`src/rtl/regfile_wr_arbiter.sv`:
```
// regfile_wr_arbiter: two-requester write-port arbiter for a register bank.
// A request wins in IDLE and gets a one-cycle gnt. Its address and data are
// captured, and the next cycle (WR0/WR1) drives a one-hot wr_en with the
// captured data. Contention policy is chosen at build time:
//   REGFILE_ARB_RR_EN defined   -> round-robin pointer
//   REGFILE_ARB_RR_EN undefined -> fixed priority, requester 0 wins
module regfile_wr_arbiter #(
  parameter int DATA_W   = 32,
  parameter int NUM_REGS = 32,
  parameter int AW       = 5
) (
  input  logic                clk,
  input  logic                rst_n,
  input  logic                req0,
  input  logic                req1,
  input  logic [AW-1:0]       addr0,
  input  logic [AW-1:0]       addr1,
  input  logic [DATA_W-1:0]   data0,
  input  logic [DATA_W-1:0]   data1,
  output logic                gnt0,
  output logic                gnt1,
  output logic [NUM_REGS-1:0] wr_en,
  output logic [DATA_W-1:0]   wr_data,
  output logic                busy
);

  typedef enum logic [1:0] {
    IDLE = 2'd0,
    WR0  = 2'd1,
    WR1  = 2'd2
  } state_t;

  state_t              state;
  state_t              state_nxt;
  logic                armed;
  logic                pick1;
  logic                grant_any;
  logic [AW-1:0]       cap_addr;
  logic [DATA_W-1:0]   cap_data;
  logic [NUM_REGS-1:0] dec;

`ifdef REGFILE_ARB_RR_EN
  // prio=1 means requester 1 wins when both request
  logic prio;

  // Pointer moves to the non-winner after every grant
  always_ff @(posedge clk or negedge rst_n) begin
    if (!rst_n)         prio <= 1'b0;
    else if (grant_any) prio <= ~pick1;
  end

  assign pick1 = req1 & (~req0 | prio);
`else
  assign pick1 = req1 & ~req0;
`endif

  // Grants are held off until the first rising edge after reset release
  always_ff @(posedge clk or negedge rst_n) begin
    if (!rst_n) armed <= 1'b0;
    else        armed <= 1'b1;
  end

  // State register
  always_ff @(posedge clk or negedge rst_n) begin
    if (!rst_n) state <= IDLE;
    else        state <= state_nxt;
  end

  // Capture the winner's address and data on its grant cycle
  always_ff @(posedge clk or negedge rst_n) begin
    if (!rst_n) begin
      cap_addr <= '0;
      cap_data <= '0;
    end else if (grant_any) begin
      cap_addr <= pick1 ? addr1 : addr0;
      cap_data <= pick1 ? data1 : data0;
    end
  end

  // Address decode; out-of-range addresses match no bit and drop the write
  always_comb begin
    dec = '0;
    for (int unsigned i = 0; i < NUM_REGS; i++) begin
      dec[i] = (cap_addr == AW'(i));
    end
  end

  // Next-state, grant and write-enable logic
  always_comb begin
    state_nxt = state;
    gnt0      = 1'b0;
    gnt1      = 1'b0;
    grant_any = 1'b0;
    wr_en     = '0;
    case (state)
      IDLE: begin
        if (armed && (req0 || req1)) begin
          grant_any = 1'b1;
          gnt0      = ~pick1;
          gnt1      = pick1;
          state_nxt = pick1 ? WR1 : WR0;
        end
      end
      WR0, WR1: begin
        wr_en     = dec;
        state_nxt = IDLE;
      end
      default: state_nxt = IDLE;
    endcase
  end

  assign wr_data = cap_data;
  assign busy    = (state != IDLE);

endmodule

```
`config.mk`:
```
export PLATFORM = sky130hd
export DESIGN_NAME = regfile_wr_arbiter
export DESIGN_NICKNAME = d
export VERILOG_FILES = /design/src/rtl/regfile_wr_arbiter.sv
export SDC_FILE = /design/constraint.sdc
export NUM_CORES = 1
export LEC_CHECK = 0
export ABC_AREA = 0
export BUFFER_PORTS_ARGS = -buffer_cell sky130_fd_sc_hd__buf_2
export CAP_MARGIN = 20
export CORE_ASPECT_RATIO = 0.8
export CORE_MARGIN = 2
export CORE_UTILIZATION = 40
export CTS_BUF_LIST = sky130_fd_sc_hd__clkbuf_8
export CTS_CLUSTER_SIZE = 24
export DETAILED_ROUTE_END_ITERATION = 10
export MAX_ROUTING_LAYER = met4
export PLACE_DENSITY = 0.81
export SYNTH_ARGS = -nofsm -noshare
export SYNTH_HDL_FRONTEND = slang
export SYNTH_SLANG_ARGS = --single-unit
```
`constraint.sdc`:
```
create_clock -name clk -period 2.3 [get_ports clk]
set_input_delay 0.115 -clock clk [delete_from_list [all_inputs] [get_ports clk]]
set_output_delay 0.115 -clock clk [all_outputs]
set_load 0.03 [all_outputs]
```
== Word level (Yosys, flattened, before mapping) ==
Cells that the tools add are included.

* Bits in registers: 40
* Output and inout port bits: 67
* Logic and storage cells: 59

* Equal/unequal tests: 34
* Multiplexer cells: 12
* Bitwise logic cells: 3
* Reduce and logical (&&, ||, !) cells: 6

{| class="wikitable"
|+ Operators with widths
! cell !! count
|-
| 5-bit == test (second input constant) || 16
|-
| 32-bit two-way mux || 2
|-
| 5-bit by 4-bit == test with 1-bit output (second input constant) || 8
|-
| 5-bit by 3-bit == test with 1-bit output (second input constant) || 4
|-
| 5-bit by 2-bit == test with 1-bit output (second input constant) || 2
|-
| 1-bit two-way mux || 6
|-
| 2-bit two-way mux || 3
|-
| 5-bit by 1-bit == test with 1-bit output (second input constant) || 1
|-
| 5-bit zero test || 1
|-
| 5-bit two-way mux || 1
|-
| 2-bit by 1-bit == test with 1-bit output (second input constant) || 1
|-
| 2-bit == test (second input constant) || 1
|-
| 2-bit zero test || 1
|-
| 2-bit inequality test (second input constant) || 1
|-
| 1-bit NOT || 2
|-
| 2-bit nonzero test || 1
|-
| 2-bit OR reduction || 1
|-
| 1-bit AND || 1
|-
| 1-bit logical AND || 1
|-
| 1-bit logical OR || 1
|}

== Longest topological paths before layout ==
Gate-level depths: netlist (run 1).

* Depth after elaboration: 5
* Depth in mapped cells: 7
* Depth with buffers taken out: 5

== Worst setup path before layout (run 1) ==
No wires, ideal clock.

* Kind: flip-flop to output port
* Start point: register state[0]
* End point: output wr_en[12]
* Arrival: 1.505 ns
* Required time: 2.185 ns
* Slack: 0.680 ns
* Cell stages (with the launch flop): 6
* Buffers on the path: 0
* Path through: dfrtp_1 > inv_1 > ha_1 > nor2b_1 > nand3_1 > nor2_1

* Cells in the longest elaborated chain, start to end: 3
* Elaborated cells between the ends (all ways): 4
* Classes of those cells: eq/ne (2); mux (1); reduce/logical (1)

{| class="wikitable"
|+ Ends and longest elaborated chain
! element !! RTL line !! RTL
|-
| start, declared || 33 || <nowiki>state_t state;</nowiki>
|-
| start signal, assigned || 66 || <nowiki>else state <= state_nxt;</nowiki>
|-
| 2-bit by 1-bit == test with 1-bit output or 2-bit == test (tied branches) || 95 || <nowiki>case (state)</nowiki>
|-
| 2-bit OR reduction * || 95 ||
|-
| 32-bit two-way mux * || 95 ||
|-
| end, declared || 22 || <nowiki>output logic [NUM_REGS-1:0] wr_en,</nowiki>
|}

Every way passes the cells marked *; elsewhere a longest branch is shown, timed or not.

== Worst setup path after layout (run 1) ==
* Start point: register state[0]
* End point: output wr_en[15]

Same word-level chain as after synthesis.

==> metrics.log, run 1 <==
INFO  metric routed_wl = around 5.0 mm
INFO  metric tightestPinTransition = ~0.86 ns
INFO  metric first_global_vias = 1717
INFO  metric worst-path-max-fanout = 5
INFO  metric finalSetupTns = 0 ns
INFO  metric power_switching_share = 0.4581
INFO  metric synth_cell_types = 21
INFO  metric stdcell_area = ~2900 µm²
INFO  metric cts_repair_resize_count = 0
INFO  metric area_of_the_die = 5864 µm²
INFO  metric io_buffer_count = about 140
INFO  metric post-synth-top-count-cell = sky130_fd_sc_hd__nand2_1
INFO  metric dp_hpwl = 3.871 mm
INFO  metric final_layout_size_suffix_gt1_frac = 0.4212
INFO  metric synth_fp_nets = 308
INFO  metric max_freq = 512.4 MHz
INFO  metric drv_cap = 0
INFO  metric hold_class = input pin to flop
INFO  metric timing.max_slew.rel_slack = 0.4261
INFO  metric routed_via_density = around 4.7
INFO  metric fin_hold_ws = 0.09377 ns
INFO  metric routedWlPerCell = around 12 µm
INFO  metric n_antenna_cell = 0
INFO  metric final-setup-viol-count = 0
INFO  metric grt_start_max_net_pins = 41
INFO  metric dpl-instance-area = approximately 2800 µm²
INFO  metric floorplan.die.height = 68.90 µm
INFO  metric cts_max_path_buffers = 2
INFO  metric grt_usage = 0.1727
INFO  metric synth-edff-count = 0
INFO  metric synthToLayoutAreaGrowth = 39.22%
INFO  metric post-cts-setup-buffers = 0
INFO  metric cell_count_of_the_worst_reg_to_reg_path = 6
INFO  metric fill_cells = between 400 and 500
INFO  metric synth.cells.most_frequent = sky130_fd_sc_hd__nand2_1 (45), sky130_fd_sc_hd__dfrtp_1 (40), sky130_fd_sc_hd__mux2i_1 (37), sky130_fd_sc_hd__o21ai_1 (37), sky130_fd_sc_hd__nor2_1 (34)
INFO  metric drt.antenna.violating_nets = 0
INFO  metric rsz0062_at_grt = no
INFO  metric p_seq_frac = 0.355
INFO  metric dominantRegCellSynth = sky130_fd_sc_hd__dfrtp_1
INFO  metric path_clk_slew = roughly 0.08 ns
INFO  metric fin_skew = 0.005813 ns
INFO  metric reg2reg_setup_slack = approximately 0.73 ns
INFO  metric ioPinCount = roughly 150
INFO  metric floorplan.initialDensity = 0.4181
INFO  metric die_w = 85.12 µm
INFO  metric cts_htree_levels = 2
INFO  metric endpoint = wr_en[15]
INFO  metric tritoncts.num_buffers = 5
INFO  metric power.leakage = about 1.8 nW
INFO  metric critPathCaptureType = output port
INFO  metric fin_crit = 1.951 ns
INFO  metric ff_latch_area = 1001 µm²
INFO  metric setup_slack = between 0.3 and 0.4 ns
INFO  metric required = about 2.2 ns
INFO  metric drt_first_pass_iters = 4
INFO  metric weighted_congestion_at_the_end_of_routability_driven_global_placement = a little over 0.8
INFO  metric async_flop_share = 1.000
INFO  metric period_share = 0.8485
INFO  metric first_iter_violations = 69
INFO  metric netlist_top_cells_area = sky130_fd_sc_hd__dfrtp_1 (48%), sky130_fd_sc_hd__mux2i_1 (18%), sky130_fd_sc_hd__o21ai_1 (8.8%)
INFO  metric global_route.overflow_total = 0
INFO  metric cell_type_with_the_highest_aggregate_area_in_the_netlist = sky130_fd_sc_hd__dfrtp_1
INFO  metric finalNonFillerCells = between 400 and 500
INFO  metric antenna_found_initial = 0
INFO  metric outcome = completed
INFO  metric final_hold_viol_count = 0
INFO  metric vdd.ir_drop.worst = approximately 0.66 mV
INFO  metric synth_seq_cells = 40
INFO  metric net-switching-power = between 1.5 and 2 mW
INFO  metric post_synthesis_cell_area = 2106 µm²
INFO  metric first_pass_grt_wire_length = 7.721 mm
INFO  metric clock_tree.root_cell = sky130_fd_sc_hd__clkbuf_8
INFO  metric finalMaxSlewViolations = 0
INFO  metric rows = 23
INFO  metric launching_instance_or_port_of_the_critical_path = state[0]
INFO  metric worst_r2r_startpoint = state[0]
INFO  metric share_of_total_power_in_the_clock_network = 0.166
INFO  metric cts_num_sinks = 40
INFO  metric core-area = slightly above 5000 µm²
INFO  metric p_per_area = 1120 nW/µm²
INFO  metric cts_hold_buf = 1
INFO  metric multiInputGateArea = around 980 µm²
INFO  metric worstReg2RegEnd = wr_data[6]
INFO  metric yosys.area.top_type_share = 0.4753
INFO  metric detailedPlace.worstSlack = about 0.67 ns
INFO  metric drc = 0
INFO  metric seq_area_frac_synth = 0.4753
INFO  metric comb_power_share = 0.479
INFO  metric clock_latency_on_the_worst_skew_pair = approximately 0.28 ns
INFO  metric timing.critical_path.from_type = flop
INFO  metric placed_cells = 421
INFO  metric criticalPathCategory = flop to output port
INFO  metric internal_power = about 1.8 mW
INFO  metric ys.warnings.count = 0
INFO  metric final_net_count = between 400 and 500
INFO  metric syn_area_per_cell = between 9 and 10 µm²
INFO  metric worstPathArrival = roughly 1.8 ns
INFO  metric clock_tree_from_tritoncts = yes
INFO  metric synth_cells = between 200 and 250
INFO  metric vias = about 2000
[per-layer routing]
metal | GRT usage | part of all wire | vias to the layer above
met5 | - | 0 | -
met4 | 0.04762 | 0.0062 | 0
li1 | - | - | 1035
met1 | 0.1891 | 0.40 | 873
met3 | 0.03810 | 0.078 | 4
met2 | 0.3232 | 0.52 | 91
[worst max-delay path, cell delays in order (launching register included)]
cell and delay [ns]:
sky130_fd_sc_hd__dfrtp_1 0.36, sky130_fd_sc_hd__inv_1 0.05, sky130_fd_sc_hd__ha_1 0.35, sky130_fd_sc_hd__nor2b_1 0.29, sky130_fd_sc_hd__nand3_1 0.19, sky130_fd_sc_hd__nor2_1 0.13
sky130_fd_sc_hd__buf_2 0.20
[logic make-up after synthesis]
family	after synthesis	share of synthesized area
flip-flops	40	0.4753
AND/OR/NAND/NOR	92	0.1806
buffers and inverters	18	0.06179
other	1	0.001781
AO/OA/AOI/OAI	40	0.09863
multiplexers	37	0.1759
adder cells (fa/ha/maj)	1	0.005941
[worst min-delay path by stage]
stage	endpoint	start	slack [ns]	cells after the start
global placement	wr_data[24]	rst_n	0.27	1
floorplan	armed	rst_n	-0.18	0
global route	wr_data[23]	data1[23]	0.11	3
detailed placement	wr_data[24]	rst_n	0.28	1
finish	wr_data[20]	data1[20]	0.09	3
CTS	wr_data[20]	data1[20]	0.08	3
[flip-flops by register name, summed over array words and instances (netlist names)]
signal    count
armed         1
wr_data      32
state         2
cap_addr      5
[power by group through the flow]
| stage | clock [mW] | sequential, mW | combinational [mW] |
|---|---|---|---|
| floorplan | 0 | 1.65 | 0.626 |
| global placement | 0 | 1.17 | 1.56 |
| detailed placement | 0 | 1.18 | 1.60 |
| CTS | 0.564 | 1.17 | 1.60 |
| global route | 0.593 | 1.21 | 1.72 |
| finish | 0.544 | 1.17 | 1.57 |
[through the flow]
stage                       util  total power [mW]
final                     0.5821             3.283
after global routing      0.5821             3.520
after CTS                 0.5821             3.332
after detailed placement  0.5588             2.772
after global placement    0.5588             2.724
after floorplan                -             2.278
[layout by cell type, fill, tap and decap left out, drive strengths merged]
cell,synthesis,final
a21oi,2,2
conb,1,1
and3,1,1
o21ai,37,37
dlygate4sd3,0,1
ha,1,1
clkbuf,5,5
nand2b,3,3
dfrtp,40,40
mux2i,37,37
bufinv,0,1
nand3,4,4
nand4,1,1
clkinv,0,1
o211ai,1,1
inv,3,4
buf,10,145
nor2,34,34
nand2,45,45
nor2b,3,3
or2,1,1
[layout make-up]
class | count | share of cell area
clock buffers | 5 | 0.02347
clock inverters | 3 | 0.01323
well taps | 62 | 0.02646
flip-flops and latches | 40 | 0.3414
multi-input cells | 171 | 0.3355
repair buffers | 146 | 0.2561
inverters | 3 | 0.003841
No activity file was read; power rests on OpenSTA's default activity.
==> run 2: changes to the inputs <==
==> constraint.sdc (replaced) <==
create_clock -name clk -period 1.8 [get_ports clk]
set_input_delay 0.09 -clock clk [delete_from_list [all_inputs] [get_ports clk]]
set_output_delay 0.09 -clock clk [all_outputs]
set_load 0.03 [all_outputs]
==> run 2 against run 1 <==
  * Setup slack worse by 0.26 ns
  * Hold slack got worse by 0.024 ns
  * Critical path depth unchanged
  * Power increased by 33%
  * Via count is 0.55% higher
  * Highest routed layer unchanged
  * Routed wire length is 3.3% higher
==> metrics.log, run 2 (synthesized netlist as in run 1, its figures left out) <==
INFO  metric outcome = completed
INFO  metric dp_hpwl = a little under 4 mm
INFO  metric cts_num_sinks = 40
INFO  metric tritoncts.num_buffers = 5
INFO  metric timing.critical_path.from_type = flop
INFO  metric post-cts-setup-buffers = 0
INFO  metric critPathCaptureType = output port
INFO  metric routed_wl = between 5 and 6 mm
INFO  metric grt_use_met1 = 0.1980
INFO  metric weighted_congestion_at_the_end_of_routability_driven_global_placement = between 0.8 and 0.9
INFO  metric grt_start_max_net_pins = a little over 40
INFO  metric drv_cap = 0
INFO  metric grtUsageMet2 = 0.3174
INFO  metric required = 1.71 ns
INFO  metric worstPathArrival = approximately 1.6 ns
INFO  metric final-setup-viol-count = 0
INFO  metric vias = 2014
INFO  metric synthToLayoutAreaGrowth = 42.37%
INFO  metric period_share = 0.9508
INFO  metric net-switching-power = approximately 1.9 mW
INFO  metric antenna_found_initial = 0
INFO  metric drc = 0
INFO  metric finalMaxSlewViolations = 0
INFO  metric final_layout_size_suffix_gt1_frac = 0.4324
INFO  metric share_of_total_power_in_the_clock_network = 0.180
INFO  metric first_iter_violations = between 50 and 60
INFO  metric fin_skew = between 0.003 and 0.004 ns
INFO  metric largest_reg_flops = 32
INFO  metric vdd.ir_drop.worst = 0.7274 mV
INFO  metric io_buffer_count = ~140
INFO  metric routed_via_density = between 4 and 5
INFO  metric clock_latency_on_the_worst_skew_pair = 0.28 ns
INFO  metric final_hold_viol_count = 0
INFO  metric clock_tree_from_tritoncts = yes
INFO  metric stdcell_area = around 3000 µm²
INFO  metric comb_power_share = 0.476
INFO  metric rsz0062_at_grt = yes
INFO  metric dpl-instance-area = about 2800 µm²
INFO  metric p_per_area = approximately 1500 nW/µm²
INFO  metric die_w = between 80 and 90 µm
INFO  metric hold_class = input pin to flop
INFO  metric p_seq_frac = 0.344
INFO  metric first_pass_grt_wire_length = between 7 and 8 mm
INFO  metric use_met3 = 0.05357
INFO  metric power_switching_share = 0.4477
INFO  metric floorplan.die.height = roughly 70 µm
INFO  metric rows = 23
INFO  metric clock_tree.root_cell = sky130_fd_sc_hd__clkbuf_8
INFO  metric path_clk_slew = ~0.07 ns
INFO  metric tightestPinTransition = about 0.86 ns
INFO  metric power.leakage = approximately 1.8 nW
INFO  metric layout_common_cells = sky130_fd_sc_hd__buf_2 (139), sky130_fd_sc_hd__nand2_1 (45), sky130_fd_sc_hd__dfrtp_1 (40)
INFO  metric final_net_count = 448
INFO  metric floorplan.initialDensity = 0.4181
INFO  metric worst-path-max-fanout = 5
INFO  metric placed_cells = around 420
INFO  metric first_global_vias = about 1800
INFO  metric fin_crit = about 1.7 ns
INFO  metric reg2reg_setup_slack = between 0.4 and 0.5 ns
INFO  metric timing.max_slew.rel_slack = 0.4284
INFO  metric finalNonFillerCells = 432
INFO  metric n_antenna_cell = 0
INFO  metric internal_power = 2.404 mW
INFO  metric cts_max_path_buffers = 2
INFO  metric gr-max-usage-layer = met2
INFO  metric fill_cells = around 470
INFO  metric totalPowerFinal = roughly 4.4 mW
INFO  metric drt_first_pass_iters = 4
INFO  metric cts_htree_levels = 2
INFO  metric area_of_the_die = 5864 µm²
INFO  metric criticalPathCategory = flop to output port
INFO  metric drt.antenna.violating_nets = 0
INFO  metric ioPinCount = 145
INFO  metric core-area = just over 5000 µm²
INFO  metric grt_usage = 0.1781
INFO  metric final_common_cell = sky130_fd_sc_hd__buf_2
INFO  metric max_freq = 584.3 MHz
INFO  metric global_route.overflow_total = 0
INFO  metric routedWlPerCell = 11.88 µm
run 2: final cells by class:
cell class | count | area, µm² | share of cell area
inverters | 3 | 11.26 | 0.003756
clock inverters | 1 | 30.03 | 0.01002
well taps | 62 | 77.57 | 0.02588
flip-flops and latches | 40 | 1001 | 0.3339
repair buffers | 148 | 778.2 | 0.2596
multi-input cells | 171 | 1003 | 0.3347
clock buffers | 7 | 96.34 | 0.03214
run 2: path summary, 6_finish.rpt:
kind / from / end / cells after the start
max in group asynchronous: rst_n / wr_data[4] / 2
max reg2reg: state[0] / cap_addr[2] / 6
min: data1[10] / wr_data[10] / 3
min reg2reg: wr_data[26] / wr_data[26] / 2
min in group asynchronous: rst_n / wr_data[24] / 2
max: state[0] / wr_en[13] / 6
run 2: power groups by stage:
stage	clock network, mW	logic (mW)	registers (mW)
after detailed placement	0	2.05	1.50
final	0.784	2.07	1.50
after CTS	0.813	2.06	1.50
after floorplan	0	0.800	2.11
after global placement	0	2.01	1.49
after global routing	0.850	2.24	1.55
run 2: worst max-delay path: stages, from the launching register on:
cell and delay (ns):
sky130_fd_sc_hd__dfrtp_1 0.35, sky130_fd_sc_hd__inv_1 0.07, sky130_fd_sc_hd__ha_4 0.29, sky130_fd_sc_hd__nor2b_4 0.17, sky130_fd_sc_hd__nand3_1 0.16, sky130_fd_sc_hd__nor2_1 0.13, sky130_fd_sc_hd__buf_4 0.17
run 2: metal layers:
metal | vias up | wire (µm)
met5 | - | 0
met4 | 0 | 70
met3 | 7 | 399
met2 | 90 | 2575
met1 | 874 | 2084
li1 | 1043 | -
run 2: per-stage QoR:
step	TNS [ns]	setup WS, ns	hold WS, ns	util
5_1_grt	-0.003766	-0.002702	0.07428	0.5953
4_1_cts	0	0.0005711	0.06285	0.5923
6_report	0	0.08848	0.06970	0.5953
3_3_place_gp	0	0.2487	0.2494	0.5617
3_5_place_dp	0	0.2105	0.2609	0.5617
2_1_floorplan	0	0.2052	-0.2056	-
run 2: repair_timing:
item                       4_1_cts  5_1_grt
gates resized for setup          6        3
hold endpoints to repair        40        0
hold buffers                     1        0
setup endpoints to repair       16       21
